<file path="src/rtl/r4_otf_root_converter_pkg.sv">
// Shared fpsqrt definitions: converter FSM states and radix-4 one-hot digit encoding.
package r4_otf_root_converter_pkg;

    typedef enum logic [1:0] {
        ST_IDLE = 2'd0,
        ST_ITER = 2'd1,
        ST_DONE = 2'd2
    } state_t;

    // Bit positions of each signed digit inside the 5-bit one-hot code.
    localparam int unsigned DIG_M2 = 0;
    localparam int unsigned DIG_M1 = 1;
    localparam int unsigned DIG_Z  = 2;
    localparam int unsigned DIG_P1 = 3;
    localparam int unsigned DIG_P2 = 4;

    localparam logic [4:0] CODE_M2 = 5'(1 << DIG_M2);
    localparam logic [4:0] CODE_M1 = 5'(1 << DIG_M1);
    localparam logic [4:0] CODE_Z  = 5'(1 << DIG_Z);
    localparam logic [4:0] CODE_P1 = 5'(1 << DIG_P1);
    localparam logic [4:0] CODE_P2 = 5'(1 << DIG_P2);

endpackage

</file>
<file path="src/rtl/r4_otf_root_converter_if.sv">
// Handshake and result bundle between the digit-selection datapath and the root converter.
interface r4_otf_root_converter_if #(
    parameter int unsigned Q_W = 27
);
    logic           start_valid_i;
    logic           start_ready_o;
    logic           flush_i;
    logic           dig_valid_i;
    logic [4:0]     dig_i;
    logic           dig_ready_o;
    logic           a0_o;
    logic           a2_o;
    logic           a3_o;
    logic           a4_o;
    logic           res_valid_o;
    logic           res_ready_i;
    logic [Q_W-1:0] root_o;
    logic [Q_W-1:0] root_m1_o;
    logic           err_o;

    modport master (
        output start_valid_i, flush_i, dig_valid_i, dig_i, res_ready_i,
        input  start_ready_o, dig_ready_o, a0_o, a2_o, a3_o, a4_o,
               res_valid_o, root_o, root_m1_o, err_o
    );

    modport slave (
        input  start_valid_i, flush_i, dig_valid_i, dig_i, res_ready_i,
        output start_ready_o, dig_ready_o, a0_o, a2_o, a3_o, a4_o,
               res_valid_o, root_o, root_m1_o, err_o
    );
endinterface

</file>
<file path="src/rtl/r4_otf_update.sv">
// Combinational on-the-fly conversion step: appends one radix-4 digit to Q and QM at pair position pos.
module r4_otf_update
    import r4_otf_root_converter_pkg::*;
#(
    parameter int unsigned Q_W = 27
) (
    input  logic [Q_W-1:0] q,
    input  logic [Q_W-1:0] qm,
    input  logic [6:0]     pos,
    input  logic [4:0]     dig,
    output logic [Q_W-1:0] q_next,
    output logic [Q_W-1:0] qm_next,
    output logic           bad
);
    logic [Q_W-1:0] one_at;
    logic [Q_W-1:0] two_at;
    logic [Q_W-1:0] three_at;

    always_comb begin
        one_at   = Q_W'(1) << pos;
        two_at   = one_at << 1;
        three_at = one_at | two_at;
        bad      = 1'b0;
        q_next   = q;
        qm_next  = qm | three_at;
        // Negative digits borrow from QM; any non-one-hot code falls through as zero.
        case (dig)
            CODE_P2: begin q_next = q  | two_at;   qm_next = q  | one_at; end
            CODE_P1: begin q_next = q  | one_at;   qm_next = q;           end
            CODE_Z:  begin q_next = q;             qm_next = qm | three_at; end
            CODE_M1: begin q_next = qm | three_at; qm_next = qm | two_at; end
            CODE_M2: begin q_next = qm | two_at;   qm_next = qm | one_at; end
            default: bad = 1'b1;
        endcase
    end
endmodule

</file>
<file path="src/rtl/r4_otf_root_converter.sv">
// Radix-4 on-the-fly root converter: accumulates DIGITS signed digits into Q and Q minus one ulp.
module r4_otf_root_converter
    import r4_otf_root_converter_pkg::*;
#(
    parameter int unsigned DIGITS = 13,
    parameter int unsigned Q_W    = 2 * DIGITS + 1
) (
    input logic                   clk,
    input logic                   rst_n,
    r4_otf_root_converter_if.slave bus
);
    localparam int unsigned    J_W   = $clog2(DIGITS + 1);
    localparam logic [J_W-1:0] LAST  = J_W'(DIGITS - 1);
    localparam logic [Q_W-1:0] Q_ONE = {1'b1, {(Q_W-1){1'b0}}};

    state_t         state;
    logic [Q_W-1:0] q;
    logic [Q_W-1:0] qm;
    logic [Q_W-1:0] q_next;
    logic [Q_W-1:0] qm_next;
    logic [J_W-1:0] j;
    logic [6:0]     pos;
    logic           err;
    logic           digit_bad;
    logic           take_start;

    // Digit j+1 lands at bit pair Q_W-1-2*(j+1).
    assign pos = 7'(Q_W - 3) - 7'({j, 1'b0});

    r4_otf_update #(.Q_W(Q_W)) u_update (
        .q       (q),
        .qm      (qm),
        .pos     (pos),
        .dig     (bus.dig_i),
        .q_next  (q_next),
        .qm_next (qm_next),
        .bad     (digit_bad)
    );

    assign bus.start_ready_o = (state == ST_IDLE) || ((state == ST_DONE) && bus.res_ready_i);
    assign take_start        = bus.start_valid_i && bus.start_ready_o;

    always_ff @(posedge clk or negedge rst_n) begin
        if (!rst_n) begin
            state <= ST_IDLE;
            q     <= '0;
            qm    <= '0;
            j     <= '0;
            err   <= 1'b0;
        end else if (bus.flush_i) begin
            state <= ST_IDLE;
            q     <= '0;
            qm    <= '0;
            j     <= '0;
            err   <= 1'b0;
        end else if (take_start) begin
            state <= ST_ITER;
            q     <= Q_ONE;
            qm    <= '0;
            j     <= '0;
            err   <= 1'b0;
        end else begin
            unique case (state)
                ST_ITER: begin
                    if (bus.dig_valid_i) begin
                        q   <= q_next;
                        qm  <= qm_next;
                        j   <= j + 1'b1;
                        err <= err | digit_bad;
                        if (j == LAST) state <= ST_DONE;
                    end
                end
                ST_DONE: begin
                    if (bus.res_ready_i) state <= ST_IDLE;
                end
                ST_IDLE: ;
                default: state <= ST_IDLE;
            endcase
        end
    end

    assign bus.dig_ready_o = (state == ST_ITER);
    assign bus.res_valid_o = (state == ST_DONE);
    assign bus.root_o      = q;
    assign bus.root_m1_o   = qm;
    assign bus.err_o       = err;
    assign bus.a0_o        = q[Q_W-1];
    assign bus.a2_o        = q[Q_W-3];
    assign bus.a3_o        = q[Q_W-4];
    assign bus.a4_o        = q[Q_W-5];
endmodule

</file>
<file path="src/flat_wrapper.sv">
// flat-port wrapper written by rule: the top's interface ports become plain ports
module r4_otf_root_converter_flat import r4_otf_root_converter_pkg::*;
#(
    parameter int unsigned DIGITS = 13,
    parameter int unsigned Q_W    = 2 * DIGITS + 1
)
  (clk, rst_n, bus_start_valid_i, bus_flush_i, bus_dig_valid_i, bus_dig_i, bus_res_ready_i, bus_start_ready_o, bus_dig_ready_o, bus_a0_o, bus_a2_o, bus_a3_o, bus_a4_o, bus_res_valid_o, bus_root_o, bus_root_m1_o, bus_err_o);
  r4_otf_root_converter_if #(.Q_W(Q_W)) bus_i ();
  input logic clk;
  input logic rst_n;
  input wire logic [$bits(bus_i.start_valid_i)-1:0] bus_start_valid_i;
  input wire logic [$bits(bus_i.flush_i)-1:0] bus_flush_i;
  input wire logic [$bits(bus_i.dig_valid_i)-1:0] bus_dig_valid_i;
  input wire logic [$bits(bus_i.dig_i)-1:0] bus_dig_i;
  input wire logic [$bits(bus_i.res_ready_i)-1:0] bus_res_ready_i;
  output wire logic [$bits(bus_i.start_ready_o)-1:0] bus_start_ready_o;
  output wire logic [$bits(bus_i.dig_ready_o)-1:0] bus_dig_ready_o;
  output wire logic [$bits(bus_i.a0_o)-1:0] bus_a0_o;
  output wire logic [$bits(bus_i.a2_o)-1:0] bus_a2_o;
  output wire logic [$bits(bus_i.a3_o)-1:0] bus_a3_o;
  output wire logic [$bits(bus_i.a4_o)-1:0] bus_a4_o;
  output wire logic [$bits(bus_i.res_valid_o)-1:0] bus_res_valid_o;
  output wire logic [$bits(bus_i.root_o)-1:0] bus_root_o;
  output wire logic [$bits(bus_i.root_m1_o)-1:0] bus_root_m1_o;
  output wire logic [$bits(bus_i.err_o)-1:0] bus_err_o;
  assign bus_i.start_valid_i = bus_start_valid_i;
  assign bus_i.flush_i = bus_flush_i;
  assign bus_i.dig_valid_i = bus_dig_valid_i;
  assign bus_i.dig_i = bus_dig_i;
  assign bus_i.res_ready_i = bus_res_ready_i;
  assign bus_start_ready_o = bus_i.start_ready_o;
  assign bus_dig_ready_o = bus_i.dig_ready_o;
  assign bus_a0_o = bus_i.a0_o;
  assign bus_a2_o = bus_i.a2_o;
  assign bus_a3_o = bus_i.a3_o;
  assign bus_a4_o = bus_i.a4_o;
  assign bus_res_valid_o = bus_i.res_valid_o;
  assign bus_root_o = bus_i.root_o;
  assign bus_root_m1_o = bus_i.root_m1_o;
  assign bus_err_o = bus_i.err_o;
  r4_otf_root_converter #(.DIGITS(DIGITS), .Q_W(Q_W)) u_core (.clk(clk), .rst_n(rst_n), .bus(bus_i));
endmodule
</file>
<file path="config.mk">
export PLATFORM = sky130hd
export DESIGN_NAME = r4_otf_root_converter_flat
export DESIGN_NICKNAME = d
export VERILOG_FILES = /design/src/rtl/r4_otf_root_converter_pkg.sv /design/src/rtl/r4_otf_root_converter_if.sv /design/src/rtl/r4_otf_update.sv /design/src/rtl/r4_otf_root_converter.sv /design/src/flat_wrapper.sv
export SDC_FILE = /design/constraint.sdc
export NUM_CORES = 1
export LEC_CHECK = 0
export ABC_AREA = 0
export ABC_CLOCK_PERIOD_IN_PS = 8300
export CORE_MARGIN = 2
export CORE_UTILIZATION = 60
export DETAILED_ROUTE_END_ITERATION = 10
export PLACE_DENSITY = 0.88
export SYNTH_ARGS = -nofsm -noshare
export SYNTH_HDL_FRONTEND = slang
export SYNTH_HIERARCHICAL = 1
export SYNTH_SLANG_ARGS = --single-unit
</file>
<file path="constraint.sdc">
create_clock -name clk -period 8.3 [get_ports clk]
set_clock_uncertainty 0.2 [all_clocks]
set_input_delay 1.66 -clock clk [delete_from_list [all_inputs] [get_ports clk]]
set_output_delay 1.66 -clock clk [all_outputs]
set_load 0.01 [all_outputs]
</file>
==> impl_metrics.yaml, run 1 <==
job:
  max_cap_violations: 0
grt:
  grt_remaining_overflow: 0
  grt_start_max_net_pins: 62
  antenna_found_initial: 0
  grt_pass1_wl_um: 28200
  grt_use_total_pct: 40.0
  grt_pass1_vias: 5374
timing:
  relSlewSlack_pct: 15.9
  worst_pin_slew_ps: 1240
  rsz0062_at_grt: "no"
  period_share_pct: 63.4
  hold_viol_final: 0
  layout_min_cycle_time_ps: 5270
  max_freq_mhz: 190
  setup_violations: 0
  fin_tns_setup_ps: 0
  hold_ws_ps: 353
  final_max_slew_viol_count: 0
run_status:
  status: "finished, final reports clean"
routing:
  num_vias: 5911
  final_antenna_net_count: 0
  wl_per_cell_um: 21.9
  via_per_inst: 7.13
  drtPass1Iterations: 7
  drt_iter0_drc: 963
  drc: 0
  wl_um: 18200
synthesis:
  synth_fp_nets: 706
  syn_area_mm2: 0.00511
  synthArstFlopShare_pct: 100
  yosysWarnings: 6
  syn_avg_cell_area_um2: 7.37
  synth_xor_area_share_pct: 1.54
  netlist_instances: 693
  synth_fa_ha_area_share_pct: 0.490
  synth-compound-area-share_pct: 33.2
  synth_most_common_cell: "nand2_1"
  ys_seq_area_share_pct: 29.9
  synth_cell_types: 78
  synthSimpleGateAreaFrac_pct: 26.1
  synth_area_leaders: "dfrtp_1, nand2_1, a21oi_1"
  synth_mux_area_share_pct: 0.980
  synth_top_family_by_area: "compound AO/OA/AOI/OAI gates"
  yosys_register_bits: 61
  synth_top_area_share_pct: 29.9
  synth_top_area_cell: "dfrtp_1"
  synth_edf_count: 0
  synth_common_cells: "nand2_1, a21oi_1, dfrtp_1, nor2_1, o21ai_0"
  ys.flop_type: "dfrtp_1"
clock_tree:
  cts-root-buf: "clkbuf_8"
  h-tree-depth: 3
  cts_tree: "yes"
  clk_path_buf_depth: 2
  ctsHoldBuffers: 0
  clk_pin_slew_worst_paths_ps: 80
  cts_made_buffers: 9
  clk_latency_ps: 350
  post-cts-setup-buffer-count: 0
  ctsResizeCount: 0
  cts.sinks: 61
final_layout:
  antenna_cells: 0
  area_growth_pct: 15.8
  layout-drive-gt1-share_pct: 6.63
  n_fill_cell: 687
  fin_nets: 732
  post-route-util_pct: 72.0
critical_path:
  reg2reg_slack_ps: 4460
  critical_path_required_ps: 8360
  worst_setup_path_start_kind: "input pin"
  setup.worst_path.end_class: "flop"
  worstPathMaxFanout: 27
  critPathKind: "in -> reg"
  crit_arrival_ps: 5320
placed_design:
  gp_congestion: 0.983
  portBuffers: 72
  dp_hpwl_um: 11400
floorplanning:
  die_w_um: 96.3
  start_util_pct: 62.2
  rows: 33
  core-area_mm2: 0.00822
  dieArea_mm2: 0.00927
  chipHeight_um: 96.3
  top_level_ports: 73
power:
  powerDensity_mw_per_mm2: 123
  finalPower_w: 0.000727
  p_leak_nw: 2.07
  max-vdd-ir-drop_mv: 0.0863
worst_hold_path:
  hold_class: "reg -> reg"
==> layout by cell type (no fill, tap or decap), types with 9 or more instances in the layout <==
cell type / count
a21oi_1: 102
nand2_1: 149
a22oi_1: 11
dfrtp_1: 61
clkbuf_8: 10
buf_4: 11
o22ai_1: 19
o211ai_1: 9
o21a_1: 11
clkdlybuf4s50_1: 71
o21ai_0: 37
nor2_1: 56
==> cells by family after synthesis <==
| logic type | count (synthesis) |
|---|---|
| AND/OR/NAND/NOR | 277 |
| AO/OA/AOI/OAI | 264 |
| buffers and inverters | 74 |
| flip-flops | 61 |
| XOR/XNOR | 9 |
| multiplexers | 5 |
| adder cells (fa/ha/maj) | 2 |
| other | 1 |
==> cell type report <==
type,instances,area (um2),area share [%]
inverter,6,22.5,0.381
tap,105,131,2.22
clock buffer,11,141,2.39
multi-input combinational,558,3210,54.3
timing repair buffer,83,798,13.5
sequential,61,1530,25.8
clock inverter,5,83.8,1.42
==> worst paths after layout <==
kind | startpoint | to | cells past startpoint
min | u_core/bus.err_o | u_core/bus.err_o | 2
min reg2reg | u_core/bus.err_o | u_core/bus.err_o | 2
max in group asynchronous | rst_n | u_core/bus.root_m1_o[14] | 2
max | bus_dig_i[0] | u_core/bus.root_m1_o[17] | 8
min in group asynchronous | rst_n | u_core/bus.root_o[19] | 2
max reg2reg | u_core/j[0] | u_core/bus.root_o[23] | 7
==> per-layer routing <==
layer | wire length [um] | up-vias | part of all wire [%] | GRT usage [%]
met5 | 0 | - | 0 | 0
met4 | 1080 | 0 | 6.0 | 20.1
met3 | 2410 | 123 | 13 | 8.77
met2 | 7850 | 477 | 43 | 60.8
met1 | 6840 | 2722 | 38 | 53.3
li1 | - | 2589 | - | -
==> critical path, cell delays in order <==
cell and delay (ps):
clkdlybuf4s50_1 840, xor2_1 170, o211ai_1 810, nand2_1 880
o22a_1 510, o211ai_1 190, nand2_1 80, a21oi_1 170
==> metrics by stage <==
stage / cell area [um2] / std cells / worst slack [ps]
floorplan: 5110 / 693 / 4450
global placement: 5690 / 813 / 2940
detailed placement: 5690 / 813 / 2750
CTS: 5910 / 829 / 3120
global route: 5910 / 829 / 2680
finish: 5910 / 829 / 3030
==> flip-flops by register name (all words and copies together) (netlist names) <==
| name | flops |
|---|---|
| u_core/bus.root_m1_o | 27 |
| u_core/bus.err_o | 1 |
| u_core/bus.root_o | 27 |
| u_core/j | 4 |
| u_core/state | 2 |
==> power by group <==
| part | internal [W] | leakage (nW) | switching (W) | total, W |
|---|---|---|---|---|
| sequential | 0.000299 | 0.849 | 0.00000373 | 0.000303 |
| combinational | 0.0000313 | 1.11 | 0.0000803 | 0.000112 |
| clock | 0.000178 | 0.106 | 0.000135 | 0.000313 |
(Power assumes the default switching activity.)
==> run 2: changes to the inputs <==
--- a/config.mk
+++ b/config.mk
@@ -6,11 +6,11 @@
 export NUM_CORES = 1
 export LEC_CHECK = 0
 export ABC_AREA = 0
-export ABC_CLOCK_PERIOD_IN_PS = 8300
+export ABC_CLOCK_PERIOD_IN_PS = 4400
 export CORE_MARGIN = 2
-export CORE_UTILIZATION = 60
+export CORE_UTILIZATION = 51
 export DETAILED_ROUTE_END_ITERATION = 10
-export PLACE_DENSITY = 0.88
+export PLACE_DENSITY = 0.79
 export SYNTH_ARGS = -nofsm -noshare
 export SYNTH_HDL_FRONTEND = slang
 export SYNTH_HIERARCHICAL = 1
==> constraint.sdc (replaced) <==
create_clock -name clk -period 4.4 [get_ports clk]
set_clock_uncertainty 0.2 [all_clocks]
set_input_delay 0.88 -clock clk [delete_from_list [all_inputs] [get_ports clk]]
set_output_delay 0.88 -clock clk [all_outputs]
set_load 0.01 [all_outputs]
==> run 2 against run 1 <==
Final area increased by 2.1%. Critical endpoint is now u_core/bus.root_o[9]. Non-clock buffer count increased by 16. Wire length increased by 2.5%. Critical path depth increased by 1. Die area increased by 17%. Sequential share of layout area decreased by 0.52 points. Total power increased by 78%. First-iteration DRC count decreased by 40%. Setup slack got worse by 2300 ps. Combinational power increased by 96%. Global-route usage decreased by 5.6 points.
==> impl_metrics.yaml, run 2 (same netlist as run 1, synthesis figures left out) <==
critical_path:
  cp_cell_sequence: "clkdlybuf4s50_1 > xor2_1 > o211ai_1 > and2_1 > buf_4 > a31oi_1 > o32a_1 > nand2_1 > a21oi_1"
  ff2ff_path_depth: 11
  cp_slowest_cell: "clkdlybuf4s50_1"
  crit_family: "buffers and inverters"
  critical_path_required_ps: 4380
  path_buf_inv: 2
  setup.worst_path.end_class: "flop"
  critPathKind: "in -> reg"
  crit_arrival_ps: 3610
  worst_setup_path_start_kind: "input pin"
  reg2reg_from: "u_core/j[0]"
  rr_endpoint: "u_core/bus.root_o[9]"
  worstPathMaxFanout: 16
  reg2reg_slack_ps: 960
  cpPeakStageDelay_ps: 860
final_layout:
  layout-drive-gt1-share_pct: 8.51
  fin_nets: 748
  finalInstanceArea_mm2: 0.00604
  antenna_cells: 0
  layout_common_cells: "nand2_1, a21oi_1, clkdlybuf4s50_1, dfrtp_1, nor2_1"
  n_fill_cell: 873
  layout_commonest_cell: "nand2_1"
  multi_input_area_mm2: 0.00321
  finalNonFillerCells: 873
  regArea_mm2: 0.00153
  area_growth_pct: 18.2
floorplanning:
  die_w_um: 104
  start_util_pct: 52.5
  top_level_ports: 73
  core-area_mm2: 0.00973
  dieArea_mm2: 0.0108
  chipHeight_um: 104
  rows: 36
job:
  max_cap_violations: 0
power:
  max-vdd-ir-drop_mv: 0.122
  internal_power_w: 0.000906
  p_clk_share_pct: 39.0
  swShare_pct: 30.0
  finalPower_w: 0.00129
  p_leak_nw: 2.14
  p_comb_share_pct: 17.0
  netSwitchingPower_w: 0.000388
  powerDensity_mw_per_mm2: 214
  seq_power_share_pct: 44.0
worst_hold_path:
  min_path_cells: 2
  hold_class: "reg -> reg"
  hold_path_end: "u_core/bus.err_o"
  min_from: "u_core/bus.err_o"
grt:
  antenna_found_initial: 0
  grt_start_max_net_pins: 61
  grt_use_total_pct: 34.4
  grt_pass1_vias: 5529
  grt_pass1_wl_um: 29900
  grt_remaining_overflow: 0
routing:
  wl_um: 18700
  drt_iter0_drc: 573
  num_vias: 5896
  drc: 0
  final_antenna_net_count: 0
  wl_per_cell_um: 21.4
  via_per_inst: 6.75
  drtPass1Iterations: 5
clock_tree:
  ctsResizeCount: 0
  clk_latency_ps: 340
  ctsHoldBuffers: 0
  cts_made_buffers: 9
  clk_path_buf_depth: 2
  cts-root-buf: "clkbuf_8"
  post-cts-setup-buffer-count: 0
  h-tree-depth: 3
  clk_pin_slew_worst_paths_ps: 70
  cts.sinks: 61
  cts_tree: "yes"
run_status:
  status: "finished, final reports clean"
timing:
  final_max_slew_viol_count: 0
  relSlewSlack_pct: 24.6
  max_freq_mhz: 275
  layout_min_cycle_time_ps: 3630
  fin_tns_setup_ps: 0
  period_share_pct: 82.6
  rsz0062_at_grt: "no"
  worst_pin_slew_ps: 1130
  setup_violations: 0
  hold_viol_final: 0
placed_design:
  gp_congestion: 1.01
  dp_hpwl_um: 12300
  portBuffers: 72
  place_area_mm2: 0.00584
  dp_cells: 857
## run 2: changes by cell type in the layout (fill, tap and decap cells not counted), sizes merged
cell      previous run  this run
buf                 12        28
clkbuf              11        12
bufinv               2         1
clkinvlp             2         1
clkinv               1         2
## run 2: worst max-delay path by stage
stage	startpoint	to	slack, ps	cells past startpoint
4_1_cts	bus_dig_i[0]	u_core/bus.root_o[9]	860	9
2_1_floorplan	u_core/j[0]	u_core/bus.root_o[9]	1640	11
5_1_grt	bus_dig_i[0]	u_core/bus.root_o[9]	580	9
3_3_place_gp	bus_dig_i[0]	u_core/bus.root_o[17]	640	9
3_5_place_dp	bus_dig_i[0]	u_core/bus.root_o[9]	520	9
6_report	bus_dig_i[0]	u_core/bus.root_o[9]	770	9
## run 2: power by group through the flow
stage | registers (W) | clock network, W | logic [W]
floorplan | 0.000581 | 0 | 0.000140
global placement | 0.000579 | 0 | 0.000208
detailed placement | 0.000580 | 0 | 0.000211
CTS | 0.000569 | 0.000514 | 0.000211
global route | 0.000570 | 0.000546 | 0.000236
finish | 0.000569 | 0.000505 | 0.000220
## run 2: final cells by class
cell class / instances / share of cell area, %
tap: 133 / 2.76
clock buffer: 12 / 2.40
timing repair buffer: 99 / 15.2
inverter: 6 / 0.373
clock inverter: 4 / 0.788
multi-input combinational: 558 / 53.2
sequential: 61 / 25.3
## run 2: metal layers
layer | vias to the layer above | GRT usage, % | share of wire (%)
met2 | 418 | 53.9 | 46
li1 | 2620 | - | -
met1 | 2789 | 45.8 | 41
met4 | 0 | 15.2 | 3.4
met3 | 69 | 7.21 | 11
met5 | - | 0 | 0
## run 2: worst reg2reg max path, delay by kind of cell, from the launching register on
| family | cells | cell delay [ps] |
|---|---|---|
| AND/OR/NAND/NOR | 4 | 1220 |
| AO/OA/AOI/OAI | 3 | 530 |
| XOR/XNOR | 1 | 490 |
| flip-flops | 1 | 330 |
| buffers and inverters | 2 | 330 |
| adder cells (fa/ha/maj) | 1 | 260 |
## run 2: per-stage QoR
step / util [%] / setup slack, ps / hold slack (ps)
2_1_floorplan: - / 1640 / 327
3_3_place_gp: 60.1 / 643 / 280
3_5_place_dp: 60.1 / 517 / 283
4_1_cts: 62.0 / 856 / 299
5_1_grt: 62.0 / 582 / 348
6_report: 62.0 / 766 / 290
==> run 3: changes to the inputs <==
--- a/config.mk
+++ b/config.mk
@@ -6,11 +6,11 @@
 export NUM_CORES = 1
 export LEC_CHECK = 0
 export ABC_AREA = 0
-export ABC_CLOCK_PERIOD_IN_PS = 4400
+export ABC_CLOCK_PERIOD_IN_PS = 3600
 export CORE_MARGIN = 2
-export CORE_UTILIZATION = 51
+export CORE_UTILIZATION = 56
 export DETAILED_ROUTE_END_ITERATION = 10
-export PLACE_DENSITY = 0.79
+export PLACE_DENSITY = 0.83
 export SYNTH_ARGS = -nofsm -noshare
 export SYNTH_HDL_FRONTEND = slang
 export SYNTH_HIERARCHICAL = 1
==> constraint.sdc (replaced) <==
create_clock -name clk -period 3.6 [get_ports clk]
set_clock_uncertainty 0.2 [all_clocks]
set_input_delay 0.72 -clock clk [delete_from_list [all_inputs] [get_ports clk]]
set_output_delay 0.72 -clock clk [all_outputs]
set_load 0.01 [all_outputs]
==> run 3 against run 2 <==
Core utilization up 7.5 points. Non-clock buffer count is 14 higher. Highest routed layer unchanged. Critical path depth increased by 1.
==> impl_metrics.yaml, run 3 (same netlist as run 1, synthesis figures left out) <==
run_status:
  status: "finished, final reports clean"
critical_path:
  critical_path_required_ps: 3670
  reg2reg_slack_ps: 420
  rr_endpoint: "u_core/bus.root_o[1]"
  ff2ff_path_depth: 10
  reg2reg_from: "u_core/j[1]"
  critPathKind: "reg -> reg"
  cpPeakStageDelay_ps: 960
  cp_slowest_cell: "nor3_2"
  crit_arrival_ps: 3250
  worstPathMaxFanout: 19
  cp_cell_sequence: "inv_1 > ha_1 > xor2_1 > buf_4 > nor3_2 > o31ai_1 > a21oi_1 > a2bb2oi_1 > nand2_1 > a21oi_1"
  cp_common_cell: "a21oi_1"
  setup.worst_path.end_class: "flop"
  worst_setup_path_start_kind: "flop"
floorplanning:
  dieArea_mm2: 0.00990
  top_level_ports: 73
  die_w_um: 99.5
  core-area_mm2: 0.00876
  start_util_pct: 58.3
  chipHeight_um: 99.5
  rows: 34
grt:
  grt_use_total_pct: 39.0
  grt_pass1_wl_um: 30600
  grt_remaining_overflow: 0
  grt_pass1_vias: 5742
  grt_start_max_net_pins: 59
  antenna_found_initial: 0
routing:
  num_vias: 6007
  final_antenna_net_count: 0
  wl_per_cell_um: 22.1
  drt_iter0_drc: 726
  wl_um: 19100
  drtPass1Iterations: 6
  drc: 0
  via_per_inst: 6.97
timing:
  setup_violations: 0
  relSlewSlack_pct: 17.4
  worst_pin_slew_ps: 1230
  final_max_slew_viol_count: 0
  rsz0062_at_grt: "no"
  max_freq_mhz: 314
  fin_tns_setup_ps: 0
  period_share_pct: 88.4
  hold_viol_final: 0
  layout_min_cycle_time_ps: 3180
clock_tree:
  post-cts-setup-buffer-count: 0
  ctsHoldBuffers: 0
  ctsResizeCount: 0
  clk_pin_slew_worst_paths_ps: 80
  cts-root-buf: "clkbuf_8"
  clk_latency_ps: 340
  cts.sinks: 61
  clk_path_buf_depth: 2
  cts_made_buffers: 9
  cts_tree: "yes"
  h-tree-depth: 3
final_layout:
  layout-drive-gt1-share_pct: 10.1
  finalNonFillerCells: 862
  layout_commonest_cell: "nand2_1"
  n_fill_cell: 736
  fin_nets: 762
  post-route-util_pct: 69.6
  area_growth_pct: 19.4
  finalInstanceArea_mm2: 0.00610
  layout_common_cells: "nand2_1, a21oi_1, clkdlybuf4s50_1, dfrtp_1, nor2_1"
  antenna_cells: 0
placed_design:
  dp_cells: 846
  dp_hpwl_um: 12800
  place_area_mm2: 0.00594
  portBuffers: 72
  gp_congestion: 1.02
worst_hold_path:
  hold_class: "in -> async"
power:
  powerDensity_mw_per_mm2: 249
  p_leak_nw: 2.20
  max-vdd-ir-drop_mv: 0.172
job:
  max_cap_violations: 0
## run 3: cell count changes in the layout (fill, tap and decap cells not counted)
cell,change
buf_12,+2
buf_4,+12
bufinv_16,-1
clkbuf_8,-1
clkinv_2,+2
nor4bb_1,+1
nor4bb_2,-1
## run 3: how the worst max path moves through the flow
stage / cells after the start / slack (ps) / startpoint / to
after floorplan: 11 / 840 / u_core/j[0] / u_core/bus.root_o[9]
after detailed placement: 8 / 360 / bus_dig_i[4] / u_core/bus.root_m1_o[3]
final: 10 / 420 / u_core/j[1] / u_core/bus.root_o[1]
after global placement: 8 / 350 / bus_dig_i[4] / u_core/bus.root_m1_o[20]
after CTS: 10 / 510 / u_core/j[1] / u_core/bus.root_o[1]
after global routing: 10 / 230 / u_core/j[1] / u_core/bus.root_o[2]
## run 3: layout make-up
type                    count  area [um2]  area share (%)
multi-input cells         558        3200            52.6
well taps                 108         135            2.22
inverters                   6        22.5           0.369
clock inverters             5        27.5           0.452
clock buffers              11         131            2.16
flip-flops and latches     61        1530            25.0
repair buffers            113        1050            17.2
## run 3: metrics by stage
| stage | power, W | worst slack [ps] | hold WS (ps) |
|---|---|---|---|
| floorplan | 0.000880 | 838 | 224 |
| global placement | 0.000978 | 346 | 282 |
| detailed placement | 0.000982 | 364 | 288 |
| CTS | 0.00152 | 509 | 285 |
| global route | 0.00157 | 230 | 334 |
| finish | 0.00152 | 419 | 276 |
## run 3: worst max-delay path, delay by kind of cell (launching register included)
family	cells	cell delay [ps]
simple gates	2	1020
compound gates	4	770
flops	1	420
buf+inv	2	260
fa+ha+maj	1	230
xor+xnor	1	200
## run 3: routing by layer
metal	track usage [%]	up-vias	wire, um
met5	0	-	0
met4	18.0	0	857
met3	7.31	95	2450
met2	59.9	479	8540
met1	53.3	2782	7240
li1	-	2651	-
## run 3: power breakdown
group / internal (W) / switching (W) / total, W / leakage, nW
Clock: 0.000246 / 0.000289 / 0.000534 / 0.0829
Combinational: 0.0000916 / 0.000196 / 0.000288 / 1.26
Sequential: 0.000689 / 0.00000667 / 0.000696 / 0.849
